--- src/rtl/quad_pkg.sv ---
// Shared types and constants for the filtered quadrature decoder.
// Phase ordering helper maps {A,B} onto its position in the forward cycle.
package quad_pkg;

    typedef enum logic {
        INIT,
        RUN
    } state_t;

    typedef logic [1:0] phase_t;

    localparam int ERR_MAX = 255;

    // Forward order is 00 -> 10 -> 11 -> 01, so position deltas give direction
    function automatic logic [1:0] phase_pos(input phase_t p);
        logic [1:0] pos;
        pos = 2'd0;
        unique case (p)
            2'b00: pos = 2'd0;
            2'b10: pos = 2'd1;
            2'b11: pos = 2'd2;
            2'b01: pos = 2'd3;
        endcase
        return pos;
    endfunction

endpackage

--- src/rtl/glitch_filter.sv ---
// Two-flop synchronizer followed by a consecutive-cycle stability filter.
// load forces the filtered value to the synchronized sample.
module glitch_filter
    import quad_pkg::*;
#(
    parameter int FILTER_LEN = 3
) (
    input  logic clk,
    input  logic reset,
    input  logic din,
    input  logic en,
    input  logic load,
    output logic sample,
    output logic dout
);

    localparam logic [3:0] CNT_LAST = 4'(FILTER_LEN - 1);

    logic       sync1;
    logic [3:0] cnt;

    // Bring the asynchronous channel into the clock domain
    always_ff @(posedge clk or posedge reset) begin
        if (reset) begin
            sync1  <= 1'b0;
            sample <= 1'b0;
        end else begin
            sync1  <= din;
            sample <= sync1;
        end
    end

    // Accept a new level only after FILTER_LEN consecutive differing samples
    always_ff @(posedge clk or posedge reset) begin
        if (reset) begin
            cnt  <= 4'd0;
            dout <= 1'b0;
        end else if (load) begin
            cnt  <= 4'd0;
            dout <= sample;
        end else if (!en) begin
            cnt <= 4'd0;
        end else if (sample != dout) begin
            if (cnt == CNT_LAST) begin
                cnt  <= 4'd0;
                dout <= sample;
            end else begin
                cnt <= cnt + 4'd1;
            end
        end else begin
            cnt <= 4'd0;
        end
    end

endmodule

--- src/rtl/quad_decoder_filtered.sv ---
// Quadrature decoder with per-channel glitch filtering, signed position
// counter and sticky/saturating illegal-transition tracking.
module quad_decoder_filtered
    import quad_pkg::*;
#(
    parameter int FILTER_LEN = 3,
    parameter int COUNT_W    = 32
) (
    input  logic               clk,
    input  logic               reset,
    input  logic               sigA,
    input  logic               sigB,
    input  logic               clear,
    output logic [COUNT_W-1:0] encoderCount,
    output logic               stepPulse,
    output logic               dirOut,
    output logic               errorFlag,
    output logic [7:0]         errorCount
);

    state_t     state;
    logic [1:0] init_cnt;
    phase_t     prev;
    phase_t     cur;
    phase_t     samp;
    logic       load;
    logic       run;
    logic [1:0] delta;

    assign load  = (state == INIT) && (init_cnt == 2'd2);
    assign run   = (state == RUN);
    assign delta = phase_pos(cur) - phase_pos(prev);

    glitch_filter #(.FILTER_LEN(FILTER_LEN)) u_filt_a (
        .clk    (clk),
        .reset  (reset),
        .din    (sigA),
        .en     (run),
        .load   (load),
        .sample (samp[1]),
        .dout   (cur[1])
    );

    glitch_filter #(.FILTER_LEN(FILTER_LEN)) u_filt_b (
        .clk    (clk),
        .reset  (reset),
        .din    (sigB),
        .en     (run),
        .load   (load),
        .sample (samp[0]),
        .dout   (cur[0])
    );

    // Startup sequencing, step decode, position and error bookkeeping
    always_ff @(posedge clk or posedge reset) begin
        if (reset) begin
            state        <= INIT;
            init_cnt     <= 2'd0;
            prev         <= 2'b00;
            encoderCount <= '0;
            stepPulse    <= 1'b0;
            dirOut       <= 1'b0;
            errorFlag    <= 1'b0;
            errorCount   <= 8'd0;
        end else begin
            stepPulse <= 1'b0;
            unique case (state)
                INIT: begin
                    if (load) begin
                        state <= RUN;
                        prev  <= samp;
                    end else begin
                        init_cnt <= init_cnt + 2'd1;
                    end
                end
                RUN: begin
                    prev <= cur;
                    if (clear) begin
                        encoderCount <= '0;
                        errorFlag    <= 1'b0;
                        errorCount   <= 8'd0;
                    end else begin
                        unique case (delta)
                            2'd1: begin
                                encoderCount <= encoderCount + COUNT_W'(1);
                                dirOut       <= 1'b1;
                                stepPulse    <= 1'b1;
                            end
                            2'd3: begin
                                encoderCount <= encoderCount - COUNT_W'(1);
                                dirOut       <= 1'b0;
                                stepPulse    <= 1'b1;
                            end
                            2'd2: begin
                                errorFlag <= 1'b1;
                                if (errorCount != 8'(ERR_MAX))
                                    errorCount <= errorCount + 8'd1;
                            end
                            default: ;
                        endcase
                    end
                end
            endcase
        end
    end

endmodule

--- config.mk ---
export PLATFORM = sky130hd
export DESIGN_NAME = quad_decoder_filtered
export DESIGN_NICKNAME = d
export VERILOG_FILES = /design/src/rtl/quad_pkg.sv /design/src/rtl/glitch_filter.sv /design/src/rtl/quad_decoder_filtered.sv
export SDC_FILE = /design/constraint.sdc
export NUM_CORES = 1
export LEC_CHECK = 0
export ABC_AREA = 1
export CORE_ASPECT_RATIO = 1.25
export CORE_MARGIN = 1.5
export CORE_UTILIZATION = 60
export DETAILED_ROUTE_END_ITERATION = 8
export PLACE_DENSITY_LB_ADDON = 0.12
export REMOVE_ABC_BUFFERS = 1
export SYNTH_ARGS = -nofsm -noshare
export SYNTH_HDL_FRONTEND = slang
export SYNTH_SLANG_ARGS = --single-unit
--- constraint.sdc ---
create_clock -name clk -period 7.1 [get_ports clk]
set_input_delay 2.13 -clock clk [delete_from_list [all_inputs] [get_ports clk]]
set_output_delay 2.13 -clock clk [all_outputs]
set_load 0.03 [all_outputs]
# [Word-level counts from Yosys, hierarchy flattened]
# Index checks and enable logic that the tools add are counted.
[totals] output_inout_bits=43 input_bits=5 ff_bits=62 elab_cells=95
[op_classes] mux=33 reduce_logical=20 eq_ne=16 add_sub_neg=7 bitwise_logic=3
[op_table] cell="$pmux W32 S2" count=1
[op_table] cell="$add A32 B1 Y32 const B" count=1
[op_table] cell="$mux W32" count=1
[op_table] cell="$mux W4" count=8
[op_table] cell="$sub A32 B1 Y32 const B" count=1
[op_table] cell="$mux W8" count=3
[op_table] cell="$pmux W2 S4" count=2
[op_table] cell="$reduce_bool A2 Y1" count=8
[op_table] cell="$mux W1" count=15
[op_table] cell="$eq A2 B2 Y1 const B" count=7
[op_table] cell="$reduce_and A3 Y1" count=4
[op_table] cell="$add A4 B1 Y4 const B" count=2
[op_table] cell="$add A8 B1 Y8 const B" count=1
[op_table] cell="$eq A4 B2 Y1 const B" count=2
[op_table] cell="$ne A8 B8 Y1 const B" count=1
[op_table] cell="$eq A2 B1 Y1 const B" count=3
[op_table] cell="$reduce_and A2 Y1" count=3
[op_table] cell="$logic_not A2 Y1" count=2
[op_table] cell="$pmux W2 S2" count=1
[op_table] cell="$not A1 Y1" count=3
[op_table] cell="$reduce_bool A3 Y1" count=1
[op_table] cell="$add A2 B1 Y2 const B" count=1
[op_table] cell="$mux W2" count=1
[op_table] cell="$ne A1 B1 Y1" count=2
[op_table] cell="5 further kinds" count=5

# [Longest topological paths before layout]
# Gate-level depths: netlist of the first run.
[depth] word_depth=8 ltp_mapped=24 ltp_nobuf=24

# [Cells and area by module]
# From an unflattened synthesis of the first run, not the netlist that was laid out.
[hier_totals] hier_cells=731 hier_area_um2=4788.3
[modules_own_cells] module="quad_decoder_filtered" instances=1 cells_per_inst=665 area_each_um2=4150.2
[modules_own_cells] module="glitch_filter" instances=2 cells_per_inst=33 area_each_um2=319.1

# [Least setup slack after synthesis of the first run]
# OpenSTA, ideal clock, no wires.
[synth_timing] kind="in2reg" startpoint="in clear" endpoint="reg encoderCount[13]" path_stages=5 setup_ns=0.083 slack_ns=3.844 arrival_ns=3.173 path_cell_list="nor3_1 inv_1 a21oi_1 o21ai_0 o21ai_0"
[synth_between] elab_chain_cells=2 elab_cells_between_ends=3 cone_classes="mux (1); reduce/logical (2)"
[synth_lines] element="start, declared" line="quad_decoder_filtered.sv:13" text="input logic clear,"
[synth_lines] element="$reduce_bool A3 Y1 (no source line)"
[synth_lines] element="$reduce_and A2 Y1 (no source line)"
[synth_lines] element="end signal, assigned" line="quad_decoder_filtered.sv:85" text="encoderCount <= encoderCount + COUNT_W'(1);"
[synth_lines] element="end signal, assigned" line="quad_decoder_filtered.sv:90" text="encoderCount <= encoderCount - COUNT_W'(1);"
[synth_lines] element="end, declared" line="quad_decoder_filtered.sv:14" text="output logic [COUNT_W-1:0] encoderCount,"
# Several ways; a longest one is shown, not always the timed one.
# A chain may end at the register's enable or synchronous reset.

# [Final worst setup path of the first run]
[layout_timing] startpoint="reg u_filt_a.dout" endpoint="reg encoderCount[31]"
[layout_between] elab_chain_cells=6 elab_cells_between_ends=12 cone_classes="add/sub (1); eq/ne (5); mux (3); reduce/logical (3)"
[layout_lines] element="start, declared" line="glitch_filter.sv:14" text="output logic dout"
[layout_lines] element="start signal, assigned" line="glitch_filter.sv:40" text="dout <= sample;"
[layout_lines] element="start signal, assigned" line="glitch_filter.sv:46" text="dout <= sample;"
[layout_lines] element="$eq A2 B1 Y1, or another cell as far along" line="quad_pkg.sv:18" text="unique case (p)"
[layout_lines] element="$pmux W2 S4 *" line="quad_pkg.sv:18"
[layout_lines] element="$sub A2 B2 Y2 *" line="quad_decoder_filtered.sv:32" text="assign delta = phase_pos(cur) - phase_pos(prev);"
[layout_lines] element="$eq A2 B2 Y1 or $eq A2 B1 Y1 (tied branches)" line="quad_decoder_filtered.sv:83" text="unique case (delta)"
[layout_lines] element="$pmux W32 S2 or $reduce_bool A3 Y1 (tied branches)"
[layout_lines] element="$mux W32 or $reduce_and A2 Y1 (tied branches)"
# Mark *: on every way between the ends. The rest lies on a longest branch, timed or not.

==> results of run 1 <==
[state kept, by name (all words and copies together) (netlist names), 2 cells and up]
register,flops
errorCount,8
init_cnt,2
prev,2
encoderCount,32
u_filt_a.cnt,4
u_filt_b.cnt,4
[worst paths after layout]
| path | startpoint | to | cells after the start |
|---|---|---|---|
| worst max register to register | u_filt_a.dout | encoderCount[31] | 17 |
| max in group asynchronous | reset | errorCount[5] | 3 |
| worst min register to register | u_filt_a.sync1 | u_filt_a.sample | 0 |
| min in group asynchronous | reset | encoderCount[24] | 3 |
| worst max-delay path | u_filt_a.dout | encoderCount[31] | 17 |
| worst min-delay path | u_filt_a.sync1 | u_filt_a.sample | 0 |
[kinds of logic after synthesis]
logic type,after synthesis,synth area share
buffers and inverters,126,0.107
adders and majority gates,16,0.0414
DFF,62,0.321
xor gates and xnor gates,30,0.0590
and+or+nand+nor,397,0.343
AOI/OAI and AO/OA,101,0.129
[Yosys cell counts, drive strengths merged]
master	instances	area, um^2
a211oi	1	7.51
a21oi	21	105
and2	2	12.5
buf	10	80.1
clkbuf	7	26.3
clkinv	1	3.75
dfrtp	62	1550
ha	16	200
inv	108	405
nand2	243	925
nand3	67	353
nand3b	1	7.51
nand4	2	12.5
nor2	74	295
nor3	5	30.0
nor3b	2	15.0
o21ai	46	238
o21bai	3	22.5
o221ai	2	17.5
o22ai	4	25.0
o31ai	1	7.51
o41ai	23	201
or2	1	6.26
xnor2	5	58.8
xor2	25	226
[critical path, cell delays in order, from the launching register on]
cell and delay, ns:
dfrtp_1 0.40, inv_1 0.11, ha_1 0.29, inv_1 0.04, ha_1 0.33, inv_1 0.22, nand3_4 0.55, inv_2 0.79
ha_1 0.40, nand2_1 0.08, inv_1 0.06, nand2_1 0.06, nand2_1 0.04, o21bai_1 0.14, a21oi_1 0.19, nand3_1 0.10
nand3_1 0.08, nand2_1 0.05
[through the flow]
| stage | utilization | instances | hold WS, ns | worst slack [ns] | cell area, um^2 |
|---|---|---|---|---|---|
| 4_1_cts | 0.711 | 876 | 0.359 | 3.10 | 5540 |
| 2_1_floorplan | - | 715 | 0.331 | 2.77 | 4730 |
| 3_5_place_dp | 0.686 | 860 | 0.342 | 3.04 | 5340 |
| 6_report | 0.711 | 876 | 0.358 | 3.00 | 5540 |
| 3_3_place_gp | 0.686 | 860 | 0.334 | 3.04 | 5340 |
| 5_1_grt | 0.711 | 876 | 0.372 | 2.67 | 5540 |
[placed cells by master, fill, tap and decap left out, drive strengths merged, types with 4 or more instances in the layout]
cell type,synthesis,final
inv,108,108
o21ai,46,46
nor3,5,5
clkdlybuf4s50,0,47
clkinv,1,4
nand2,243,243
ha,16,16
a21oi,21,21
dfrtp,62,62
o41ai,23,23
clkbuf,7,9
nand3,67,67
xor2,25,25
nor2,74,74
xnor2,5,5
o22ai,4,4
[cell type report]
class                   instances  area (um^2)
inverters                     109          409
multi-input cells             544         2770
repair buffers                 50          493
clock buffers                   9          124
well taps                      95          119
flip-flops and latches         62         1550
clock inverters                 7         75.1
fillers                       690         2250
[per-layer routing]
layer / up-vias / track usage
met4: 0 / 0.199
met5: - / 0
met1: 2328 / 0.328
li1: 2438 / -
met2: 176 / 0.626
met3: 54 / 0.0444
==> results.toml, run 1 <==
[clock_network]
cts_hold_buffers = 0
cts.sinks = 62
clk_pin_slew_ns = 0.08
post_cts_resized = 0
clock-root-buffer = "clkbuf_8"
cts_max_path_buffers = 2
clkLatencyLatePin_ns = 0.37
cts_tree = "yes"
h-tree-depth = 3
cts_made_buffers = 9
postCtsSetupBuffers = 0

[final_layout]
antennaDiodeCount = 0
area_delta_synth_final_pct = 14.7
layout-drive-gt1-share = 0.0589
nNetsFinal = 797

[detailed_routing]
wire_per_inst_um = 15.5
drc = 0
drt_iter0_drc = 253
drtAntennaViolNets = 0
wl_met1_um = 5130
routed_wl_um = 13600
top_layer_used = "met4"
vias_per_cell = 5.70
met3_length_um = 723
via_count = 4996
wl_met2_um = 7170
first_pass_iters = 6

[synth]
ys_ff_latch = 62
yosysWarnings = 0
ys_seq_area_frac = 0.321
syn_area_per_cell_um2 = 6.60
syn_inst = 732
synth_cell_types = 37
syn_area_um2 = 4830

[sta]
fin_skew_ns = 0.00721
finalCritPeriodShare = 0.578
worst_slew_pin_slew_ns = 0.804
setup_viol = 0
max_freq_ghz = 0.244
fin_crit_ns = 4.10
rsz0062_at_grt = "false"
worst_slew_margin_rel = 0.464
drv_slew = 0
fin_setup_tns_ns = 0
hold_violations = 0

[placed_design]
gp_congestion = 0.994
portBuffers = 47
dp_hpwl_um = 9960

[grt]
grt_overflow = 0
grt_pass1_wl_um = 21900
antenna_found_initial = 0
grt.total_usage = 0.321
grt_max_degree = 63
grt_pass1_vias = 4872

[worst_setup_path]
worstPathRequired_ns = 7.37
r2r_setup_slack_ns = 3.00
crit_path_start_kind = "register"
path_class = "reg -> reg"
cp_max_fo = 43
end_kind = "register"
crit_arrival_ns = 4.37

[flow_run]
drv_cap = 0

[die]
io_pins = 48
dieArea_um2 = 8610
fp.dieH_um = 103
die_w_um = 83.3
row_count = 36
start_util = 0.620
coreArea_um2 = 7790

[hold_path]
hold_path_class = "reg -> reg"

[outcome]
run_status = "complete, no violations"
Power of run 1 is left out: the tool's default activity adds up to more than one toggle a clock period on the data nets, which glitch-free logic cannot reach.
==> run 2, diff against run 1 <==
--- a/config.mk
+++ b/config.mk
@@ -8,7 +8,7 @@
 export ABC_AREA = 1
 export CORE_ASPECT_RATIO = 1.25
 export CORE_MARGIN = 1.5
-export CORE_UTILIZATION = 60
+export CORE_UTILIZATION = 53
 export DETAILED_ROUTE_END_ITERATION = 8
 export PLACE_DENSITY_LB_ADDON = 0.12
 export REMOVE_ABC_BUFFERS = 1
==> constraint.sdc (replaced) <==
create_clock -name clk -period 3.7 [get_ports clk]
set_input_delay 1.11 -clock clk [delete_from_list [all_inputs] [get_ports clk]]
set_output_delay 1.11 -clock clk [all_outputs]
set_load 0.03 [all_outputs]
==> results.toml, run 2 (synthesis results as in run 1) <==
[die]
start_util = 0.552
fp.dieH_um = 110
dieArea_um2 = 9710
io_pins = 48
coreArea_um2 = 8750
row_count = 38
die_w_um = 88.4

[sta]
setup_viol = 0
finalCritPeriodShare = 0.898
worst_slew_pin_slew_ns = 0.663
rsz0062_at_grt = "false"
fin_crit_ns = 3.32
hold_violations = 0
drv_slew = 0
max_freq_ghz = 0.301
fin_skew_ns = 0.00988
fin_setup_tns_ns = 0
worst_slew_margin_rel = 0.552

[worst_setup_path]
crit_arrival_ns = 3.57
worstPathCellList = "inv_1 -> ha_1 -> inv_1 -> ha_1 -> inv_1 -> nand3_4 -> buf_4 -> nand2_1 -> nand2_1 -> nand2_1 -> nor3_1 -> nand3_1 -> nand2_1 -> nand2_1 -> nand2_1 -> nand2_1 -> nand3_1 -> nand2_1"
path_delay_family = "simple AND/OR/NAND/NOR gates"
crit_path_start_kind = "register"
worstPathRequired_ns = 3.95
crit_top_cell = "nand2_1"
r2r_start = "u_filt_b.dout"
cp_slowest_cell = "dfrtp_1"
r2r_setup_slack_ns = 0.38
end_kind = "register"
cp_slowest_stage_delay_ns = 0.41
path_class = "reg -> reg"
cp.depth = 18
rr_endpoint = "encoderCount[28]"
cp_max_fo = 26
path_buf_inv = 4
ff2ff_path_depth = 18

[detailed_routing]
first_pass_iters = 5
via_count = 5019
wire_per_inst_um = 15.0
drt_iter0_drc = 302
drc = 0
vias_per_cell = 5.55
routed_wl_um = 13600
drtAntennaViolNets = 0

[final_layout]
largestRegisters = "encoderCount x32, errorCount x8"
layout-drive-gt1-share = 0.0611
area_delta_synth_final_pct = 16.3
final_area_um2 = 5620
nNetsFinal = 801
layout_common_cells = "238 x nand2_1, 103 x inv_1, 67 x nor2_1"
regMostFlops = "encoderCount"
antennaDiodeCount = 0
final_common_cell = "nand2_1"
largest_reg_flops = 32

[clock_network]
cts_hold_buffers = 0
cts_made_buffers = 9
cts_max_path_buffers = 2
h-tree-depth = 3
clock-root-buffer = "clkbuf_8"
cts_tree = "yes"
postCtsSetupBuffers = 0
clkLatencyLatePin_ns = 0.36
clk_pin_slew_ns = 0.07
cts.sinks = 62

[hold_path]
min_from = "u_filt_a.sync1"
min_to = "u_filt_a.sample"
hold_path_class = "reg -> reg"
min_path_cells = 0

[grt]
grt_pass1_wl_um = 22900
grt_overflow = 0
grt_pass1_vias = 5010
grt.total_usage = 0.306
antenna_found_initial = 0
grt_max_degree = 37

[placed_design]
portBuffers = 47
place_area_um2 = 5410
dp_hpwl_um = 10300
gp_congestion = 1.03

[outcome]
run_status = "complete, no violations"

[flow_run]
drv_cap = 0
run 2: changes by cell type in the layout (fill, tap and decap cells not counted):
cell / change
buf_4: +4
inv_4: +1
clkbuf_8: +1
clkinvlp_4: -3
clkinv_4: -2
clkbuf_1: +2
clkinv_2: +1
inv_2: -1
bufinv_16: +1
run 2: how the worst max path moves through the flow:
| stage | to | start | slack [ns] |
|---|---|---|---|
| after detailed placement | encoderCount[28] | u_filt_b.dout | 0.34 |
| after floorplan | encoderCount[31] | u_filt_b.dout | 0.34 |
| final | encoderCount[28] | u_filt_b.dout | 0.38 |
| after CTS | encoderCount[28] | u_filt_b.dout | 0.32 |
| after global placement | encoderCount[28] | u_filt_a.dout | 0.38 |
| after global routing | encoderCount[28] | u_filt_b.dout | 0.11 |
run 2: worst register-to-register path: stages, from the launching register on:
cell and delay (ns):
dfrtp_1 0.41, inv_1 0.10, ha_1 0.27, inv_1 0.04
ha_1 0.33, inv_1 0.15, nand3_4 0.15, buf_4 0.38
nand2_1 0.12, nand2_1 0.15, nand2_1 0.11, nor3_1 0.23
nand3_1 0.19, nand2_1 0.18, nand2_1 0.12, nand2_1 0.08
nand2_1 0.05, nand3_1 0.09, nand2_1 0.07
run 2: metrics by stage:
stage | setup WS, ns | hold slack [ns] | utilization | cells
2_1_floorplan | 0.336 | 0.331 | - | 715
3_3_place_gp | 0.380 | 0.334 | 0.618 | 889
3_5_place_dp | 0.343 | 0.346 | 0.618 | 889
5_1_grt | 0.113 | 0.383 | 0.643 | 905
4_1_cts | 0.323 | 0.362 | 0.642 | 905
6_report | 0.376 | 0.360 | 0.643 | 905
run 2: area by class of cell:
class	count	area, um^2
clock buffer	12	145
clock inverter	4	70.1
fill	842	3130
inverter	109	412
multi-input combinational	544	2770
sequential	62	1550
tap	120	150
timing repair buffer	54	523
run 2: per-layer routing:
metal	vias up	GRT usage	share of wire
li1	2448	-	-
met1	2358	0.332	0.40
met2	159	0.547	0.51
met3	54	0.0511	0.042
met4	0	0.189	0.053
met5	-	0	0
run 2: what timing repair did:
item | in CTS | in global routing
gates resized for setup | 0 | 2
endpoints found under the setup margin | 0 | 1
endpoints found under the hold margin | 0 | 0
Power of run 2 is left out for the same reason.
